$ cat src/rtl/intersection_pkg.sv
// Shared types and default timing constants for the intersection sequencer.
package intersection_pkg;

  typedef enum logic [2:0] {
    IDLE      = 3'd0,
    START     = 3'd1,
    WAIT_DONE = 3'd2,
    CLEAR     = 3'd3,
    ALL_RED   = 3'd4,
    SERVICE   = 3'd5
  } state_t;

  localparam int DEF_ALL_RED_CYCLES  = 3;
  localparam int DEF_WATCHDOG_CYCLES = 255;

endpackage

$ cat src/rtl/intersection_sequencer_ped_req_latch.sv
// Per-direction pedestrian request latch: set on a button press, cleared when
// the direction is released; a press coinciding with the release is kept.
module ped_req_latch (
  input  logic clk,
  input  logic rst_n,
  input  logic set,
  input  logic clr,
  output logic req
);

  // set dominates clear so a press during the release cycle is not lost
  always_ff @(posedge clk or negedge rst_n) begin
    if (!rst_n)   req <= 1'b0;
    else if (set) req <= 1'b1;
    else if (clr) req <= 1'b0;
  end

endmodule

$ cat src/rtl/intersection_sequencer.sv
// Round-robin right-of-way sequencer for the signal units of one intersection.
//
// state     | meaning
// ----------+--------------------------------------------------------------
// IDLE      | first cycle after reset, nothing granted yet
// START     | one-cycle enable pulse to the unit of the current direction
// WAIT_DONE | waiting for the active unit's done level, watchdog running
// CLEAR     | one-cycle release pulse to the active unit
// ALL_RED   | all-red gap before the next direction is granted
// SERVICE   | blinking-yellow service mode (also held while faulted)
module intersection_sequencer
  import intersection_pkg::*;
#(
  parameter int NUM_DIR         = 2,
  parameter int ALL_RED_CYCLES  = DEF_ALL_RED_CYCLES,
  parameter int WATCHDOG_CYCLES = DEF_WATCHDOG_CYCLES
) (
  input  logic                       clk,
  input  logic                       rst_n,
  input  logic                       service_i,
  input  logic [NUM_DIR-1:0]         pietoni_btn_i,
  input  logic [NUM_DIR-1:0]         done_i,
  output logic [NUM_DIR-1:0]         enable_o,
  output logic [NUM_DIR-1:0]         clear_o,
  output logic [NUM_DIR-1:0]         pietoni_req_o,
  output logic                       service_o,
  output logic [$clog2(NUM_DIR)-1:0] active_dir_o,
  output logic                       fault_o
);

  localparam int DIR_W = $clog2(NUM_DIR);
  localparam int AR_W  = $clog2(ALL_RED_CYCLES + 1);
  localparam int WD_W  = $clog2(WATCHDOG_CYCLES + 1);

  localparam logic [DIR_W-1:0] LAST_DIR = DIR_W'(NUM_DIR - 1);
  localparam logic [AR_W-1:0]  AR_LAST  = AR_W'(ALL_RED_CYCLES - 1);
  localparam logic [WD_W-1:0]  WD_LAST  = WD_W'(WATCHDOG_CYCLES - 1);
  localparam logic [WD_W-1:0]  WD_MAX   = WD_W'(WATCHDOG_CYCLES);

  state_t           state, state_nxt;
  logic [DIR_W-1:0] dir;
  logic [AR_W-1:0]  ar_cnt;
  logic [WD_W-1:0]  wd_cnt;
  logic             fault;
  logic             skip_inc;   // set when leaving SERVICE: grant dir 0 without advancing
  logic             done_act;
  logic             ar_last;
  logic             fault_set;

  // only the granted direction's done is looked at
  assign done_act  = done_i[dir];
  assign ar_last   = (ar_cnt == AR_LAST);
  // the fault is raised on the edge that ends the last allowed WAIT_DONE cycle
  assign fault_set = (state == WAIT_DONE) && (wd_cnt == WD_LAST) && !done_act;

  // state register
  always_ff @(posedge clk or negedge rst_n) begin
    if (!rst_n) state <= IDLE;
    else        state <= state_nxt;
  end

  // next-state decode; service request and fault override everything
  always_comb begin
    state_nxt = state;
    if (service_i || fault || fault_set) begin
      state_nxt = SERVICE;
    end else begin
      case (state)
        IDLE:      state_nxt = START;
        START:     state_nxt = WAIT_DONE;
        WAIT_DONE: if (done_act) state_nxt = CLEAR;
        CLEAR:     state_nxt = ALL_RED;
        ALL_RED:   if (ar_last) state_nxt = START;
        SERVICE:   state_nxt = ALL_RED;
        default:   state_nxt = IDLE;
      endcase
    end
  end

  // direction pointer, all-red and watchdog counters, sticky fault
  always_ff @(posedge clk or negedge rst_n) begin
    if (!rst_n) begin
      dir      <= '0;
      ar_cnt   <= '0;
      wd_cnt   <= '0;
      fault    <= 1'b0;
      skip_inc <= 1'b0;
    end else begin
      fault  <= fault | fault_set;
      ar_cnt <= (state == ALL_RED && !ar_last) ? ar_cnt + 1'b1 : '0;
      wd_cnt <= (state == WAIT_DONE && wd_cnt != WD_MAX) ? wd_cnt + 1'b1 : '0;
      if (state == SERVICE && state_nxt == ALL_RED) begin
        dir      <= '0;
        skip_inc <= 1'b1;
      end else if (state == ALL_RED && state_nxt == START) begin
        if (!skip_inc) dir <= (dir == LAST_DIR) ? '0 : dir + 1'b1;
        skip_inc <= 1'b0;
      end
    end
  end

  // Moore output decode
  always_comb begin
    enable_o  = '0;
    clear_o   = '0;
    if (state == START) enable_o[dir] = 1'b1;
    if (state == CLEAR) clear_o[dir]  = 1'b1;
    service_o = (state == SERVICE) || fault;
  end

  assign active_dir_o = dir;
  assign fault_o      = fault;

  for (genvar d = 0; d < NUM_DIR; d++) begin : g_ped
    ped_req_latch u_ped_req_latch (
      .clk   (clk),
      .rst_n (rst_n),
      .set   (pietoni_btn_i[d]),
      .clr   ((state == CLEAR) && (dir == DIR_W'(d))),
      .req   (pietoni_req_o[d])
    );
  end

endmodule

$ cat config.mk
export PLATFORM = sky130hd
export DESIGN_NAME = intersection_sequencer
export DESIGN_NICKNAME = d
export VERILOG_FILES = /design/src/rtl/intersection_pkg.sv /design/src/rtl/intersection_sequencer_ped_req_latch.sv /design/src/rtl/intersection_sequencer.sv
export SDC_FILE = /design/constraint.sdc
export NUM_CORES = 1
export LEC_CHECK = 0
export ABC_AREA = 1
export CAP_MARGIN = 30
export CORE_MARGIN = 5
export CORE_UTILIZATION = 54
export CTS_BUF_LIST = sky130_fd_sc_hd__clkbuf_4 sky130_fd_sc_hd__clkbuf_8
export DETAILED_ROUTE_END_ITERATION = 7
export PLACE_DENSITY_LB_ADDON = 0.05
export SETUP_SLACK_MARGIN = 0.02
export SYNTH_ARGS = -nofsm -noshare
export SYNTH_HDL_FRONTEND = slang
export SYNTH_SLANG_ARGS = --single-unit
$ cat constraint.sdc
create_clock -name clk -period 1.5 [get_ports clk]
set_input_delay 0.45 -clock clk [delete_from_list [all_inputs] [get_ports clk]]
set_output_delay 0.45 -clock clk [all_outputs]
set_load 0.02 [all_outputs]
==> flow_summary.json <==
{
  "via_per_inst": 4.821,
  "yosys.area.top_type": "dfrtp_1",
  "setup_viol": 6,
  "fmax_ghz": 0.6062,
  "die_x_um": 52.02,
  "worst_pin_slew_ns": 0.2964,
  "stdcell_count": 179,
  "rsz0062_at_grt": "yes",
  "vias": 863,
  "synth_fa_ha_area_frac": 0.03937,
  "cp-end-kind": "primary output",
  "drive_gt1_frac": 0.4091,
  "dpl.hpwl_um": 1512,
  "n_antenna_cell": 0,
  "cts_sinks": 18,
  "die_h_um": 52.02,
  "fin_ws_ns": -0.1496,
  "clk_latency_ns": 0.28,
  "fill_cells": 111,
  "cts_made_buffers": 3,
  "yosys.cell_count.top_type": "nor2_1",
  "reg2reg_depth": 9,
  "postSynthAreaPerCell_um2": 8.437,
  "hold_viol": 0,
  "grt_start_max_net_pins": 19,
  "grt_pass1_wl_um": 3539,
  "slew_headroom": 0.8024,
  "start_kind": "flop",
  "clk_pin_slew_ns": 0.09,
  "layout.nets": 166,
  "fin_hold_ws_ns": 0.4335,
  "synth-compound-area-share": 0.06824,
  "yosysSeqAreaShare": 0.4724,
  "htreeDepth": 1,
  "totalPowerFinal_uw": 746.1,
  "avgRoutedWirePerCell_um": 11.65,
  "area_growth_syn_to_layout_pct": 47.77,
  "leakage_uw": 0.0006403,
  "synthesis.nets": 123,
  "synth_mux_area_frac": 0,
  "min_path_type": "reg -> reg",
  "cts_hold_buffers": 0,
  "synthXorXnorAreaFrac": 0.01837,
  "antenna_found_initial": 0,
  "rows": 15,
  "ir_drop_mv": 0.5707,
  "setup_tns_ns": -0.5432,
  "root_buffer": "clkbuf_4",
  "synth_edf_count": 0,
  "yosys_warnings": 0,
  "start_util": 0.5582,
  "status": "complete, but fails checks",
  "ys_ff_latch": 18,
  "synthTopCellsByCount": "nor2_1, dfrtp_1, nand2_1, inv_1, a21oi_1",
  "ys_async_sr_fraction": 1.000,
  "initialDrtViolationCount": 6,
  "clock_skew_ns": 0.001570,
  "criticalPathCategory": "reg -> out",
  "overflow": 0,
  "cts_tree": "yes",
  "grt_use_total": 0.1799,
  "period_share": 1.100,
  "synth_cell_types": 21,
  "dieArea_um2": 2706,
  "synthFlopType": "dfrtp_1",
  "required_ns": 1.05,
  "postSynthCellCount": 113,
  "yosys.area_share.simple": 0.3031,
  "netlist.area_leader.share": 0.4724,
  "synth_top_family_by_area": "simple AND/OR/NAND/NOR gates",
  "syn_area_um2": 953.4,
  "min_path_cells": 1,
  "finalCriticalPeriod_ns": 1.650,
  "design.core.area_um2": 1708,
  "power_density_nw_per_um2": 529.6,
  "synthTopCellsByArea": "dfrtp_1, nor2_1, nand2_1",
  "drtPass1Iterations": 4,
  "maxSlewViolCount": 0,
  "io_pins": 16,
  "ant_nets": 0,
  "max_cap_viol_count": 0,
  "first_global_vias": 828,
  "gp_congestion": 0.8009,
  "violations": "setup timing",
  "crit_arrival_ns": 1.20,
  "critPathMaxFanout": 3,
  "io_buffer_count": 15,
  "clockBufferDepth": 2,
  "drc": 0,
  "placed_cells": 169,
  "wl_um": 2085
}
==> state kept, by name (all words and copies together) (netlist names) <==
name	cells
ar_cnt	2
state	3
fault_o	1
g_ped.u_ped_req_latch.req	2
active_dir_o	1
skip_inc	1
wd_cnt	8
==> logic make-up after synthesis <==
family,Yosys count
xor gates and xnor gates,2
and+or+nand+nor,56
AOI/OAI and AO/OA,11
DFF,18
adders and majority gates,3
buffers and inverters,23
==> final timing paths <==
kind	from	endpoint	slack (ns)
max	state[2]	clear_o[0]	-0.15
min	ar_cnt[0]	ar_cnt[0]	0.43
max reg2reg	state[0]	g_ped[0].u_ped_req_latch.req	0
min reg2reg	ar_cnt[0]	ar_cnt[0]	0.43
max in group asynchronous	rst_n	active_dir_o	0.80
min in group asynchronous	rst_n	fault_o	0.49
==> layer usage <==
metal / up-vias / track usage / wire [um]
li1: 438 / - / -
met1: 412 / 0.2121 / 882
met2: 9 / 0.3117 / 1122
met3: 4 / 0.03725 / 45
met4: 0 / 0.07860 / 34
met5: - / 0 / 0
==> what timing repair did <==
action | in CTS | in global routing
setup endpoints to repair | 9 | 16
gates resized for setup | 32 | 29
buffers inserted | 4 | 3
pin swaps | 1 | 15
cloned | 0 | 0
==> worst max-delay path: stages, from the launching register on <==
cell     delay (ns)
dfrtp_1        0.40
inv_2          0.10
nand3_4        0.08
buf_6          0.13
nor2_4         0.08
buf_6          0.12
==> final cells by class <==
| type | count | area, um^2 | area share |
|---|---|---|---|
| inverter | 21 | 78.83 | 0.05595 |
| sequential | 18 | 452.9 | 0.3215 |
| timing repair buffer | 40 | 324.1 | 0.2300 |
| multi-input combinational | 72 | 499.2 | 0.3544 |
| tap | 25 | 31.28 | 0.02220 |
| clock buffer | 3 | 22.52 | 0.01599 |
==> report_power, final <==
group / total, uW / switching [uW] / internal, uW / leakage (uW)
combinational: 37.1 / 16.6 / 20.5 / 0.000408
sequential: 485 / 0 / 485 / 0.000218
clock: 224 / 131 / 93.2 / 0.0000138
==> per-stage QoR <==
stage | cell area (um^2) | utilization | setup slack (ns)
finish | 1409 | 0.8249 | -0.1496
global route | 1409 | 0.8249 | -0.2127
detailed placement | 1255 | 0.7348 | -0.2796
CTS | 1295 | 0.7582 | -0.1801
floorplan | 953.4 | - | 0.1296
global placement | 1255 | 0.7348 | -0.2445
==> cells in the final DEF, fill, tap and decap left out, drive strengths merged <==
cell           instances
a21oi                  6
xnor2                  2
clkdlybuf4s50          6
a211oi                 2
nand4                  4
o21ai                  1
nor3                   2
dfrtp                 18
o21bai                 2
nand2                 19
clkbuf                 4
nor2                  23
buf                   31
nand3                  8
inv                   21
dlygate4sd2            2
ha                     3
(Power assumes the default switching activity.)
